==> config.mk <==
export PLATFORM = sky130hd
export DESIGN_NAME = button_step_gen
export DESIGN_NICKNAME = d
export VERILOG_FILES = /design/src/rtl/button_step_gen_pkg.sv /design/src/rtl/button_step_gen_btn_debounce.sv /design/src/rtl/button_step_gen.sv
export SDC_FILE = /design/constraint.sdc
export NUM_CORES = 1
export LEC_CHECK = 0
export BUFFER_PORTS_ARGS = -buffer_cell sky130_fd_sc_hd__buf_2
export CAP_MARGIN = 20
export CORE_MARGIN = 5
export CORE_UTILIZATION = 61
export CTS_CLUSTER_SIZE = 10
export DETAILED_ROUTE_END_ITERATION = 10
export PLACE_DENSITY = 0.77
export SLEW_MARGIN = 20
export SYNTH_ARGS = -nofsm -noshare
export SYNTH_HDL_FRONTEND = slang
export SYNTH_SLANG_ARGS = --single-unit
==> constraint.sdc <==
create_clock -name clk -period 5.1 [get_ports clk]
set_input_delay 0.51 -clock clk [delete_from_list [all_inputs] [get_ports clk]]
set_output_delay 0.51 -clock clk [all_outputs]
set_load 0.05 [all_outputs]
==> src/rtl/button_step_gen_pkg.sv <==
// Shared types and constants for the button step generator.
package button_step_gen_pkg;

    typedef enum logic [1:0] {
        IDLE         = 2'd0,
        HOLD         = 2'd1,
        REPEAT       = 2'd2,
        WAIT_RELEASE = 2'd3
    } step_state_e;

    localparam logic DIR_UP   = 1'b1;
    localparam logic DIR_DOWN = 1'b0;

    // Debounce counter covers DEBOUNCE_CYCLES up to 255.
    localparam int unsigned DB_CNT_W  = 8;
    // Repeat counter covers REPEAT_DELAY / REPEAT_PERIOD up to 65535.
    localparam int unsigned REP_CNT_W = 16;

endpackage

==> src/rtl/button_step_gen_btn_debounce.sv <==
// Two-flop synchronizer followed by a consecutive-sample debouncer.
module btn_debounce
    import button_step_gen_pkg::*;
#(
    parameter int unsigned DEBOUNCE_CYCLES = 4
) (
    input  logic clk,
    input  logic reset,
    input  logic btn_raw,
    output logic level
);

    localparam logic [DB_CNT_W-1:0] CNT_LAST = DB_CNT_W'(DEBOUNCE_CYCLES - 1);

    logic                sync1_q, sync1_d;
    logic                sync2_q, sync2_d;
    logic                level_q, level_d;
    logic [DB_CNT_W-1:0] cnt_q,   cnt_d;

    // Synchronize, then count consecutive samples that disagree with the accepted level.
    always_comb begin
        sync1_d = btn_raw;
        sync2_d = sync1_q;
        level_d = level_q;
        cnt_d   = '0;
        if (sync2_q != level_q) begin
            if (cnt_q == CNT_LAST) begin
                level_d = sync2_q;
            end else begin
                cnt_d = cnt_q + 1'b1;
            end
        end
    end

    // State registers, cleared asynchronously.
    always_ff @(posedge clk or negedge reset) begin
        if (!reset) begin
            sync1_q <= 1'b0;
            sync2_q <= 1'b0;
            level_q <= 1'b0;
            cnt_q   <= '0;
        end else begin
            sync1_q <= sync1_d;
            sync2_q <= sync2_d;
            level_q <= level_d;
            cnt_q   <= cnt_d;
        end
    end

    assign level = level_q;

endmodule

==> src/rtl/button_step_gen.sv <==
// Up/down button front end producing single step pulses with auto-repeat.
module button_step_gen
    import button_step_gen_pkg::*;
#(
    parameter int unsigned DEBOUNCE_CYCLES = 4,
    parameter int unsigned REPEAT_DELAY    = 8,
    parameter int unsigned REPEAT_PERIOD   = 4
) (
    input  logic clk,
    input  logic reset,
    input  logic btn_up,
    input  logic btn_down,
    output logic Inc,
    output logic UpDown,
    output logic held
);

    localparam logic [REP_CNT_W-1:0] DELAY_LAST  = REP_CNT_W'(REPEAT_DELAY - 1);
    localparam logic [REP_CNT_W-1:0] PERIOD_LAST = REP_CNT_W'(REPEAT_PERIOD - 1);

    logic up_lvl;
    logic down_lvl;

    btn_debounce #(.DEBOUNCE_CYCLES(DEBOUNCE_CYCLES)) u_db_up (
        .clk     (clk),
        .reset   (reset),
        .btn_raw (btn_up),
        .level   (up_lvl)
    );

    btn_debounce #(.DEBOUNCE_CYCLES(DEBOUNCE_CYCLES)) u_db_down (
        .clk     (clk),
        .reset   (reset),
        .btn_raw (btn_down),
        .level   (down_lvl)
    );

    step_state_e          state_q, state_d;
    logic                 inc_q,   inc_d;
    logic                 dir_q,   dir_d;
    logic                 held_q,  held_d;
    logic [REP_CNT_W-1:0] rep_q,   rep_d;
    logic                 mine;
    logic                 other;

    // Next-state and registered-output logic; the repeat counter restarts on every pulse.
    always_comb begin
        state_d = state_q;
        inc_d   = 1'b0;
        dir_d   = dir_q;
        rep_d   = rep_q;
        mine    = (dir_q == DIR_UP) ? up_lvl   : down_lvl;
        other   = (dir_q == DIR_UP) ? down_lvl : up_lvl;
        case (state_q)
            IDLE: begin
                rep_d = '0;
                if (up_lvl && down_lvl) begin
                    state_d = WAIT_RELEASE;
                end else if (up_lvl || down_lvl) begin
                    state_d = HOLD;
                    inc_d   = 1'b1;
                    dir_d   = up_lvl ? DIR_UP : DIR_DOWN;
                end
            end
            HOLD: begin
                if (!mine) begin
                    state_d = IDLE;
                end else if (other) begin
                    state_d = WAIT_RELEASE;
                end else if (rep_q == DELAY_LAST) begin
                    state_d = REPEAT;
                    inc_d   = 1'b1;
                    rep_d   = '0;
                end else begin
                    rep_d = rep_q + 1'b1;
                end
            end
            REPEAT: begin
                if (!mine) begin
                    state_d = IDLE;
                end else if (other) begin
                    state_d = WAIT_RELEASE;
                end else if (rep_q == PERIOD_LAST) begin
                    inc_d = 1'b1;
                    rep_d = '0;
                end else begin
                    rep_d = rep_q + 1'b1;
                end
            end
            WAIT_RELEASE: begin
                rep_d = '0;
                if (!up_lvl && !down_lvl) begin
                    state_d = IDLE;
                end
            end
            default: state_d = IDLE;
        endcase
        held_d = (state_d == REPEAT);
    end

    // FSM and output registers, cleared asynchronously.
    always_ff @(posedge clk or negedge reset) begin
        if (!reset) begin
            state_q <= IDLE;
            inc_q   <= 1'b0;
            dir_q   <= DIR_DOWN;
            held_q  <= 1'b0;
            rep_q   <= '0;
        end else begin
            state_q <= state_d;
            inc_q   <= inc_d;
            dir_q   <= dir_d;
            held_q  <= held_d;
            rep_q   <= rep_d;
        end
    end

    assign Inc    = inc_q;
    assign UpDown = dir_q;
    assign held   = held_q;

endmodule

-- Word-level counts from Yosys, hierarchy flattened
Index checks and enable logic that the tools add are counted.
- flip-flop bits (word level): 43
- word-level logic and storage cells: 74
- output and inout bits: 3
- ROM bits: 0
- latch bits: 0
- memory bits (writable): 0
- memories kept: 0
- order comparisons: 0
- bitwise logic cells: 1
- $mul: 0
- divide/modulo/power cells: 0
- shift-type cells: 0
- add/sub/neg operators: 3
- reductions and logical operators: 11
- mux-type cells: 32
- equality and inequality tests: 14
- operators with widths (kind ; count):
    16-bit 2-to-1 mux ; 6
    16-bit one-hot mux with 3 select lines ; 1
    8-bit 2-to-1 mux ; 4
    16-bit by 1-bit adder with 16-bit output, second input constant ; 1
    8-bit by 1-bit adder with 8-bit output, second input constant ; 2
    16-bit by 2-bit == test with 1-bit output, second input constant ; 1
    16-bit by 3-bit == test with 1-bit output, second input constant ; 1
    8-bit by 2-bit == test with 1-bit output, second input constant ; 2
    2-bit 2-to-1 mux ; 8
    1-bit 2-to-1 mux ; 11
    2-bit != test, second input constant ; 4
    2-bit one-hot mux with 4 select lines ; 1
    2-bit == test, second input constant ; 3
    2-bit AND reduction ; 2
    4-bit AND reduction ; 1
    1-bit one-hot mux with 3 select lines ; 1
    3-bit AND reduction ; 1
    2-bit by 1-bit == test with 1-bit output, second input constant ; 1
    1-bit logical AND ; 2
    1-bit logical NOT ; 2
    2-bit logical NOT ; 1
    1-bit != test ; 2
    2-bit OR reduction ; 1
    1-bit logical OR ; 1
    1-bit inverter ; 1

-- Logic depth before layout (Yosys ltp)
- depth in word-level cells: 6
- mapped depth: 8

-- Modules after synthesis
A second synthesis with hierarchy kept.
- cell total of the unflattened synthesis: 232
- area, all modules: 2332.2 µm²
- modules (own cells, without submodules) (module ; cells an instance ; times used ; sequential area each (µm²) ; area each (µm²)):
    button_step_gen ; 144 ; 1 ; 525.5 ; 1346.3
    btn_debounce ; 44 ; 2 ; 275.3 ; 493.0

-- Worst setup path after synthesis
Ideal clock, no wire load.
- kind: flip-flop to flip-flop
- start point: register dir_q (netlist: UpDown)
- end point: register rep_q[9]
- setup time: 0.121 ns
- setup slack: 3.276 ns
- required time: 4.979 ns
- buffers on the path: 1
- arrival: 1.703 ns
- stages on the path, launching flop included: 6
- period minus slack after synthesis: 1.824 ns
- cells stage by stage: dfrtp_1 -> nand2b_1 -> o221ai_1 -> clkbuf_1 -> o21ai_1 -> a22o_1
- cells in the longest elaborated chain, start to end: 3
- elaborated cells on any way between the ends: 7
- those cells by class: 4 x eq/ne; 2 x mux; 1 x reduce/logical
- ends and longest elaborated chain (element ; RTL line ; RTL):
    start, declared ; button_step_gen.sv:40 ; logic dir_q, dir_d;
    start signal, assigned ; button_step_gen.sv:112 ; dir_q <= dir_d;
    1-bit 2-to-1 mux, on equally long branches ; button_step_gen.sv:53, button_step_gen.sv:52 ;
    2-bit != test (no line) ; n/a ;
    4-bit AND reduction (no line) * ; n/a ;
    end signal, assigned ; button_step_gen.sv:114 ; rep_q <= rep_d;
    end, declared ; button_step_gen.sv:42 ; logic [REP_CNT_W-1:0] rep_q, rep_d;
Mark *: on every way between the ends. The rest lies on a longest branch, timed or not.
A chain may end at the register's enable or synchronous reset.

-- Worst setup path after layout
- start point: register rep_q[10]
- end point: register rep_q[4]
- cells in the longest elaborated chain, start to end: 5
- elaborated cells on any way between the ends: 9
- those cells by class: 2 x eq/ne; 7 x mux
- ends and longest elaborated chain (element ; RTL line ; RTL):
    16-bit by 2-bit == test with 1-bit output or 16-bit by 3-bit == test with 1-bit output (tied branches) ; button_step_gen.sv:83, button_step_gen.sv:70 ;
    16-bit 2-to-1 mux, on equally long branches ; button_step_gen.sv:83, button_step_gen.sv:70 ;
    16-bit 2-to-1 mux, on equally long branches ; button_step_gen.sv:81, button_step_gen.sv:68 ;
    16-bit 2-to-1 mux, on equally long branches ; button_step_gen.sv:79, button_step_gen.sv:66 ;
    16-bit one-hot mux with 3 select lines * ; button_step_gen.sv:54 ; case (state_q)
Mark *: on every way between the ends. The rest lies on a longest branch, timed or not. The select of a mux whose other input is x is not followed.

==> summary.md <==
| Metric | Value |
|---|---|
| Chip height | `70.5 microns` |
| Count leader, synth | `dfrtp_1` |
| GPL Wtd Cong | `0.839` |
| Syn_nets | `237` |
| Period minus WS final | `2.12 ns` |
| Vias in the first global route | `1536` |
| CTS tree | `done` |
| Clock Latency Late Sink | `0.29 ns` |
| Max Fanout on Critical Path | `11` |
| Part of the power in combinational logic | `36.8%` |
| Synth area leaders | `dfrtp_1 48%, xor2_1 6.7%, ha_1 5.1%` |
| Clock buffer depth | `2` |
| Layout cells sized above 1 | `9.01%` |
| Cell accounting for the most synthesized area | `dfrtp_1` |
| Final wirelength | `3.78 mm` |
| Row count | `22` |
| First-pass GRT wire length | `6.96 mm` |
| Synth top area share | `48.3%` |
| Post-synth cell types | `38` |
| DRT iter0 DRCs | `99` |
| RR Startpoint | `rep_q[10]$_DFFE_PN0P_` |
| I/O pin count | `7` |
| Number of max-cap violations | `0` |
| Seq pwr share | `40.2%` |
| Top cells by count, synth | `43 x dfrtp_1, 29 x nor2_1, 19 x nand2_1` |
| Type of the worst setup path | `reg -> reg` |
| Cells after synthesis | `224` |
| CTS resizes | `0` |
| Internal power | `0.690 mW` |
| Hold Crit Start | `btn_down` |
| Post-DR vias/cell | `5.68` |
| Cell Area, Placed | `2290 sq um` |
| Number of diodes | `0` |
| Slew Limit Fails | `0` |
| EDFF count, synth | `0` |
| GR Overflow Total | `0` |
| Register area share after synthesis | `48.3%` |
| Worst path arrival time | `2.29 ns` |
| Total CTS buffers | `5` |
| Mapped Area | `2230 sq um` |
| Drt pass-1 iters | `4` |
| Setup bufs post-CTS | `0` |
| Clock slew at reported path FFs | `0.08 ns` |
| Hold Buf Count CTS | `0` |
| Maximum VDD drop | `394 uV` |
| Main flop type after synthesis | `dfrtp_1` |
| Crit path launch type | `flop` |
| Residual DRC count | `0` |
| Leakage Power | `1.10 nW` |
| Clock power share | `23.0%` |
| Clk sinks | `43` |
| Final Cycle Share | `41.5%` |
| Routed vias | `1597` |
| GR Util All Layers | `17.4%` |
| WL/cell | `13.5 microns` |
| Core Region | `3610 sq um` |
| P&R area growth vs syn | `7.69%` |
| Die area | `4960 sq um` |
| Largest net degree at the start of global routing | `44` |
| Initial Utilization | `61.8%` |
| R2R setup slack | `2.98 ns` |
| Synth Register Bits | `43` |
| Fin nets | `245` |
| Design Area, Final | `2400 sq um` |
| Clk Tree Root Cell | `clkbuf_8` |
| Setup violations, final | `0` |
| Switching power total | `0.434 mW` |
| Max_slew headroom | `37.5%` |
| Status | `finished, final reports clean` |
| CP Launch Point | `rep_q[10]$_DFFE_PN0P_` |
| Fmax | `0.472 GHz` |
| Synth warn | `0` |
| Clock skew | `0.00516 ns` |
| Antenna-violating nets left | `0` |
| Die Wd | `70.5 microns` |
| Post-Syn Area per Cell | `9.95 sq um` |
| Antenna violations before repair | `0` |
| Cell Pwr Density | `468 nW/um^2` |
| Hold WC Path Type | `in -> reg` |
| Asr flop ratio synth | `100%` |
| RSZ-0062 raised after global routing | `false` |
| Switch share | `38.6%` |
| Sum Neg Setup Slack | `0 ns` |
| Detailed Place HPWL | `2.69 mm` |
| H-tree Lvls | `2` |
| Final Hold Viols | `0` |
| Required @ worst endpoint | `5.28 ns` |
| Slew @ Worst Pin | `0.937 ns` |
| CP Capture Type | `flop` |
| Port Buf Inserts | `6` |
-- power groups by stage --
stage | Clock, mW | Sequential (mW) | Combinational [mW]
after global placement | 0 | 0.455 | 0.411
final | 0.258 | 0.452 | 0.414
after floorplan | 0 | 0.464 | 0.320
after global routing | 0.288 | 0.462 | 0.478
after CTS | 0.269 | 0.451 | 0.413
after detailed placement | 0 | 0.458 | 0.408
-- metrics by stage --
stage | util, % | total power, mW | hold WS (ns) | setup slack [ns] | std cells
6_report | 66.6 | 1.12 | 0.322 | 2.98 | 281
4_1_cts | 66.6 | 1.13 | 0.310 | 2.98 | 281
5_1_grt | 66.6 | 1.23 | 0.302 | 2.74 | 281
3_5_place_dp | 63.5 | 0.866 | 0.336 | 3.02 | 273
2_1_floorplan | - | 0.784 | 0.214 | 3.28 | 224
3_3_place_gp | 63.5 | 0.866 | 0.341 | 2.96 | 273
-- registers in the layout, summed over array words and instances (netlist names) --
register	flops
u_db_up.sync2_q	1
u_db_down.cnt_q	8
u_db_up.level	1
u_db_up.sync1_q	1
u_db_down.sync1_q	1
state_q	2
u_db_down.level	1
held	1
u_db_up.cnt_q	8
u_db_down.sync2_q	1
Inc	1
rep_q	16
UpDown	1
-- cell families after synthesis --
family                   count (synthesis)  share of synthesized area [%]
XOR/XNOR                                21                           8.25
AND/OR/NAND/NOR                        107                           24.9
buffers and inverters                    9                           2.08
flip-flops                              43                           48.3
AO/OA/AOI/OAI                           30                           9.09
multiplexers                             5                           2.41
adder cells (fa/ha/maj)                  9                           5.05
-- final timing paths --
kind / cells after the start / to
max: 5 / rep_q[4]$_DFFE_PN0P_
max in group asynchronous: 1 / rep_q[5]$_DFFE_PN0P_
max reg2reg: 5 / rep_q[4]$_DFFE_PN0P_
min reg2reg: 0 / u_db_down.sync2_q$_DFF_PN0_
min: 1 / u_db_down.sync1_q$_DFF_PN0_
min in group asynchronous: 1 / u_db_down.cnt_q[5]$_DFF_PN0_
-- per-layer routing --
layer / vias to the layer above / track usage, % / part of all wire [%]
met3: 5 / 4.89 / 3.1
li1: 808 / - / -
met1: 758 / 22.7 / 49
met4: 0 / 4.89 / 0.87
met5: - / 0 / 0
met2: 26 / 28.2 / 47
-- critical path, stage by stage, from the launching register on --
cell and delay, ns:
dfrtp_1 0.45, nor4_1 0.36, nand4_2 0.22, o22ai_2 0.39
nor2_1 0.24, a221o_1 0.34
-- cell type report --
class                   instances  area, sq um
clock inverters                 3         43.8
multi-input cells             172         1110
clock buffers                   5         68.8
fillers                       283         1200
well taps                      48         60.1
repair buffers                  6         30.0
flip-flops and latches         43         1080
inverters                       4         15.0
-- cell usage in the layout, fill, tap and decap left out, types with 5 or more instances in the layout --
master	instances
clkbuf_8	5
buf_2	6
and3_1	10
nor3_1	10
nand3_1	14
xor2_1	17
nand4_1	5
nand2_1	19
ha_1	9
o21ai_0	8
nor2_1	29
dfrtp_1	43
a22o_1	6
Power figures use the tool's default switching activity.
